<file path="src/rtl/imm_instr_packer.sv">
// Packs sign-extended immediates plus register/opcode fields into RISC-V
// I/S/B/J instruction words and streams them into imem through a 2-stage pipeline.
module imm_instr_packer #(
  parameter int WIDTH     = 32,
  parameter int ADDR_W    = 32,
  parameter int MAX_WORDS = 1024
) (
  input  logic              clk,
  input  logic              rst_n,
  input  logic              start,
  input  logic [ADDR_W-1:0] base_addr,
  input  logic              in_valid,
  output logic              in_ready,
  input  logic              in_last,
  input  logic [1:0]        imm_src,
  input  logic [WIDTH-1:0]  imm,
  input  logic [6:0]        opcode,
  input  logic [2:0]        funct3,
  input  logic [4:0]        rd,
  input  logic [4:0]        rs1,
  input  logic [4:0]        rs2,
  output logic              imem_we,
  output logic [ADDR_W-1:0] imem_addr,
  output logic [31:0]       imem_wdata,
  output logic              busy,
  output logic              done,
  output logic              err,
  output logic [15:0]       err_index,
  output logic [1:0]        state_dbg
);

  // Handshake: a bundle transfers on a rising clk edge where in_valid & in_ready
  // are both high; in_ready is a function of registered state only.

  localparam int CW = $clog2(MAX_WORDS) + 1;
  localparam logic [CW-1:0] LAST_IDX = CW'(MAX_WORDS - 1);

  localparam logic [1:0] S_IDLE  = 2'd0;
  localparam logic [1:0] S_RUN   = 2'd1;
  localparam logic [1:0] S_ERROR = 2'd2;

  logic [1:0]        state;
  logic [ADDR_W-1:0] addr_cnt;
  logic [CW-1:0]     word_cnt;
  logic [CW-1:0]     acc_cnt;
  logic              term_seen;
  logic              s1_valid;
  logic              s1_fail;
  logic              s1_final;
  logic [31:0]       s1_word;
  logic [15:0]       err_idx_q;

  logic        accept;
  logic        wr;
  logic        fits;
  logic        is_final;
  logic [31:0] packed_word;

  assign in_ready = (state == S_RUN) && !term_seen;
  assign accept   = in_valid && in_ready;
  assign is_final = in_last || (acc_cnt == LAST_IDX);
  assign wr       = s1_valid && !s1_fail;

  // Range check: every bit above the field MSB must replicate that MSB.
  always_comb begin
    packed_word = 32'h0;
    fits        = 1'b0;
    unique case (imm_src)
      2'b00: begin
        packed_word = {imm[11:0], rs1, funct3, rd, opcode};
        fits        = (&imm[WIDTH-1:11]) || !(|imm[WIDTH-1:11]);
      end
      2'b01: begin
        packed_word = {imm[11:5], rs2, rs1, funct3, imm[4:0], opcode};
        fits        = (&imm[WIDTH-1:11]) || !(|imm[WIDTH-1:11]);
      end
      2'b10: begin
        packed_word = {imm[12], imm[10:5], rs2, rs1, funct3, imm[4:1], imm[11], opcode};
        fits        = ((&imm[WIDTH-1:12]) || !(|imm[WIDTH-1:12])) && !imm[0];
      end
      2'b11: begin
        packed_word = {imm[20], imm[10:1], imm[11], imm[19:12], rd, opcode};
        fits        = ((&imm[WIDTH-1:20]) || !(|imm[WIDTH-1:20])) && !imm[0];
      end
      default: ;
    endcase
  end

  always_ff @(posedge clk) begin
    if (!rst_n) begin
      state     <= S_IDLE;
      addr_cnt  <= '0;
      word_cnt  <= '0;
      acc_cnt   <= '0;
      term_seen <= 1'b0;
      s1_valid  <= 1'b0;
      s1_fail   <= 1'b0;
      s1_final  <= 1'b0;
      s1_word   <= 32'h0;
      err_idx_q <= 16'h0;
    end else begin
      s1_valid <= accept;
      if (accept) begin
        s1_word  <= packed_word;
        s1_fail  <= !fits;
        s1_final <= is_final;
        acc_cnt  <= acc_cnt + 1'b1;
        if (is_final || !fits)
          term_seen <= 1'b1;
      end
      if (wr) begin
        addr_cnt <= addr_cnt + ADDR_W'(4);
        word_cnt <= word_cnt + 1'b1;
      end
      if (s1_valid && s1_fail)
        err_idx_q <= 16'(word_cnt);

      case (state)
        S_IDLE, S_ERROR: begin
          if (start) begin
            state     <= S_RUN;
            addr_cnt  <= base_addr;
            word_cnt  <= '0;
            acc_cnt   <= '0;
            term_seen <= 1'b0;
            err_idx_q <= 16'h0;
          end
        end
        S_RUN: begin
          if (wr && s1_final)
            state <= S_IDLE;
          else if (s1_valid && s1_fail)
            state <= S_ERROR;
        end
        default: state <= S_IDLE;
      endcase
    end
  end

  assign imem_we    = wr;
  assign imem_addr  = addr_cnt;
  assign imem_wdata = s1_word;
  assign done       = wr && s1_final;
  assign err        = s1_valid && s1_fail;
  assign err_index  = err ? 16'(word_cnt) : err_idx_q;
  assign busy       = (state == S_RUN);
  assign state_dbg  = state;

endmodule

</file>
<file path="config.mk">
export PLATFORM = sky130hd
export DESIGN_NAME = imm_instr_packer
export DESIGN_NICKNAME = d
export VERILOG_FILES = /design/src/rtl/imm_instr_packer.sv
export SDC_FILE = /design/constraint.sdc
export NUM_CORES = 1
export LEC_CHECK = 0
export ABC_AREA = 1
export CAP_MARGIN = 20
export CORE_ASPECT_RATIO = 1.4
export CORE_MARGIN = 2
export CORE_UTILIZATION = 41
export DETAILED_ROUTE_END_ITERATION = 16
export GPL_TIMING_DRIVEN = 0
export PLACE_DENSITY = 0.87
export SETUP_SLACK_MARGIN = 0.15
export SYNTH_ARGS = -nofsm -noshare
export SYNTH_HDL_FRONTEND = slang
export SYNTH_SLANG_ARGS = --single-unit
</file>
<file path="constraint.sdc">
create_clock -name clk -period 1.7 [get_ports clk]
set_clock_uncertainty 0.2 [all_clocks]
set_input_delay 0.255 -clock clk [delete_from_list [all_inputs] [get_ports clk]]
set_output_delay 0.255 -clock clk [all_outputs]
set_load 0.05 [all_outputs]
</file>
### Word-level counts from Yosys, hierarchy flattened

Cells that the tools add are included.

* reduce and logical (&&, ||, !) cells: 30
* equality and inequality tests: 8
* $add $sub $neg: 3
* multiplexer cells: 22

Operators by type and width (count)
* 32-bit case mux with 4 select lines: 1
* 32-bit two-way mux: 3
* 11-bit two-way mux: 6
* 16-bit two-way mux: 3
* 32-bit by 3-bit adder with 32-bit output (second input constant): 1
* 11-bit by 1-bit adder with 11-bit output (second input constant): 2
* 21-bit AND reduction: 1
* 21-bit OR reduction: 1
* 20-bit AND reduction: 1
* 20-bit OR reduction: 1
* 12-bit AND reduction: 1
* 12-bit OR reduction: 1
* 11-bit by 10-bit equality test with 1-bit output (second input constant): 1
* 1-bit logical AND: 7
* 1-bit logical NOT: 7
* 2-bit equality test (second input constant): 3
* 2-bit two-way mux: 3
* 1-bit logical OR: 5
* 2-bit by 1-bit equality test with 1-bit output (second input constant): 2
* 2-bit logical NOT: 2
* 1-bit two-way mux: 4
* 2-bit case mux with 2 select lines: 1
* 2-bit OR reduction: 2
* 3-bit by 1-bit inequality test with 1-bit output (second input constant): 1
* 3 further kinds: 3

* bits in registers: 108
* input port bits: 96

### Longest topological paths before layout

* depth in word-level cells: 11
* mapped depth: 11
* depth with buffers taken out: 11

### Worst setup path after synthesis

Ideal clock, no wire load.

* kind: reg-to-reg
* from: register state[0], in the netlist state_dbg[0]
* to: register state[1], in the netlist state_dbg[1]
* cell stages (with the launch flop): 9
* period minus slack after synthesis: 2.400 ns
* slack: -0.700 ns
* buffers on the path: 0
* arrival: 2.131 ns
* cell sequence: dfxtp_1 inv_1 nor2_1 o21ai_0 inv_1 nand2_1 o21ai_0 o21ai_0 a21oi_1

* elaborated cells on any way between the ends: 8
* those cells by class: 4 x eq/ne; 1 x mux; 3 x reduce/logical

RTL lines
* start, declared: RTL line 42 `logic [1:0] state;`
* start signal, assigned: RTL line 91 `state <= S_IDLE;`
* start signal, assigned: RTL line 121 `state <= S_RUN;`
* start signal, assigned: RTL line 131 `state <= S_IDLE;`
* 2-bit by 1-bit equality test with 1-bit output *
* via busy: RTL line 25 `output logic busy,`
* 3-bit by 1-bit inequality test with 1-bit output (no line)
* 2-bit AND reduction (no line)

The timed path passes the listed nets; every way through them passes the cells marked *.
A chain may end at the register's enable or synchronous reset.

### Worst setup path in the final report

* from: register s1_fail
* to: output err_index[7]

* cells in the longest elaborated chain, start to end: 2

Ends and longest elaborated chain
* start, declared: RTL line 48 `logic s1_fail;`
* start signal, assigned: RTL line 105 `s1_fail <= !fits;`
* 1-bit logical AND: RTL line 144 `assign err = s1_valid && s1_fail;`
* 16-bit two-way mux: RTL line 145 `assign err_index = err ? 16'(word_cnt) : err_idx_q;`
* end, declared: RTL line 28 `output logic [15:0] err_index,`

No other way between the ends.

==> flow_summary.toml <==
[layout]
layout.nets = 1087
final_common_cell = "nand2_1"
final_cell_mix = "nand2_1 (119), nor2_1 (97), clkdlybuf4s50_1 (94)"
final_cells = 1146
syn_to_final_growth_pct = 73.3
final_area_sq_um = 9160
n_antenna_cell = 0
drive_gt1_share_pct = 39.1

[drt]
wl_per_cell_microns = 16.4
finalWirelength_microns = 18800
drc = 0
dr.pass1.iters = 5
viasPerCell = 5.33
vias = 6111
ant_nets = 0
initialDrtViolationCount = 280

[global_route]
grt-ovfl-total = 0
track_usage_pct = 24.1
grt_pass1_vias = 5739
antenna_found_initial = 0
grt_max_degree = 22
grt_first_pass_wirelength_microns = 26900

[sta]
fin_ws_ns = -0.269
max_slew_margin_pct = 66.4
max_freq_mhz = 508
whs_ns = 0.252
min_period_ns = 1.97
finalCritPeriodShare_pct = 116
setup_violations = 32
finalMaxSlewViolations = 0
worstMarginPinSlew_ns = 0.500
hold_viol_final = 0
rsz0062_at_grt = "true"

[synthesis]
ys_seq_area_share_pct = 40.9
netlist_area_sq_um = 5290
synthDominantCellAreaShare_pct = 40.9
ys_types = 39
synth_area_leader_cell = "dfxtp_1"
avgSynthCellArea_sq_um = 7.10
synth-seq-cells = 108
synth_cells = 744
synth_warnings = 0
synth_nets = 843
synth.area.top_cells = "dfxtp_1 (41%), nand2_1 (9.9%), o21ai_0 (7.7%)"

[power]
power.leakage_nw = 3.88
finalPower_mw = 6.71
peakVddDrop_mv = 0.499
powerDensity_nw_per_um2 = 733

[place]
gp_congestion = 0.884
dp_cells = 1079
dpl_cell_area_sq_um = 7620
hpwl_microns = 11900
place.port_buffers = 182

[cts]
path_clk_slew_ns = 0.08
clk_latency_ns = 0.35
root_buffer = "clkbuf_16"
hold_buffers = 0
htree_levels = 3
cts_buffers = 9
clock_sinks = 108
cts_tree = "done"
cts_buffer_depth = 2

[setup_path]
crit_buf_inv = 4
slowest_delay_ns = 0.38
cp_top_family = "flip-flops"
worstPathCellList = "nand2_8 > inv_6 > clkbuf_16 > or2_4 > o21ai_4 > inv_4 > buf_8"
crit_type = "reg -> out"
worst_path_max_delay_cell = "dfxtp_4"
r2r_slack_ns = -0.23
critPathCaptureType = "output port"
critPathLaunchType = "flop"
crit_fanout = 5
critPathArrivalTime_ns = 1.51
cp_data_required_time_ns = 1.24

[floorplan]
die_area_sq_um = 13800
die_x_microns = 100
num_io_pins = 183
initial_core_util_pct = 41.6
rows = 49
fp.coreArea_sq_um = 12700
fp.dieH_microns = 138

[run]
cap_viol_max_count = 0

[run_status]
violations = "setup timing"
status = "finished, violations left"

[hold_path]
hold_path.class = "in -> reg"
## worst register-to-register path, stage by stage, from the launching register on
cell and delay [ns]:
dfxtp_4 0.37, ha_4 0.15, nand3_4 0.08, nor2_4 0.15, nand3_4 0.09, nor2_4 0.19
buf_8 0.17, nand2_4 0.06, a21oi_2 0.17, o21ai_2 0.10, nand2_1 0.07, inv_1 0.03
## Yosys cell counts, drive strengths merged
| cell type | instances |
|---|---|
| dfxtp | 108 |
| a31oi | 16 |
| nor4 | 1 |
| o21ai | 85 |
| and2 | 1 |
| xnor2 | 12 |
| nand2 | 145 |
| nor3 | 11 |
| o211ai | 1 |
| nand3 | 37 |
| o21bai | 2 |
| nor2 | 114 |
| inv | 79 |
| a21oi | 54 |
| nand3b | 1 |
| nand4 | 13 |
| ha | 3 |
| buf | 8 |
| or2 | 13 |
| clkbuf | 22 |
| o31ai | 1 |
| a41oi | 1 |
| xor2 | 16 |
## per-stage QoR
step	util (%)	setup TNS, ns	setup slack, ns
5_1_grt	72.2	-7.10	-0.318
3_5_place_dp	60.1	-39.42	-0.536
3_3_place_gp	60.1	-38.67	-0.532
6_report	72.2	-4.91	-0.269
2_1_floorplan	-	-10.26	-0.302
4_1_cts	66.5	-5.16	-0.292
## logic make-up (layout without fill, tap and decap cells)
group,count (synthesis),in the layout,synth area share [%]
AO/OA/AOI/OAI,160,160,15.9
buffers and inverters,109,358,8.10
AND/OR/NAND/NOR,336,336,29.7
XOR/XNOR,28,28,4.64
adder cells (fa/ha/maj),3,3,0.710
flip-flops,108,108,40.9
## layout make-up
cell class | instances | area [sq um]
inverter | 79 | 358
clock buffer | 9 | 225
timing repair inverter | 1 | 11.3
clock inverter | 7 | 73.8
buffer | 30 | 314
tap | 153 | 191
sequential | 108 | 2270
fill | 853 | 3530
timing repair buffer | 232 | 2210
multi-input combinational | 527 | 3510
## metal layers
layer	global-route usage, %	wire length [microns]	up-vias
met5	0	0	-
met4	10.7	876	0
met3	4.65	1260	65
met2	44.5	9880	283
met1	26.1	6790	2853
li1	-	-	2910
## repair_timing
| action | 4_1_cts | 5_1_grt |
|---|---|---|
| pin swaps | 33 | 55 |
| resized for setup | 512 | 253 |
| buffers inserted | 22 | 20 |
| cloned | 2 | 7 |
| setup endpoints to repair | 169 | 148 |
## state kept, by name (all words and copies together) (netlist names)
signal      count
acc_cnt        11
term_seen       1
s1_fail         1
err_idx_q      16
word_cnt       11
state_dbg       2
s1_valid        1
imem_wdata     32
s1_final        1
imem_addr      32
## power breakdown
group / internal, mW / switching [mW] / total, mW
Clock: 1.05 / 1.08 / 2.13
Sequential: 2.67 / 0.147 / 2.82
Combinational: 0.664 / 1.10 / 1.77
Total: 4.38 / 2.33 / 6.71
## final timing paths
kind | startpoint | to | cells after the start
max | s1_fail | err_index[7] | 7
min reg2reg | acc_cnt[10] | acc_cnt[10] | 2
max reg2reg | imem_addr[3] | imem_addr[18] | 11
min | imm[12] | imem_wdata[12] | 3
Power figures use the tool's default switching activity.
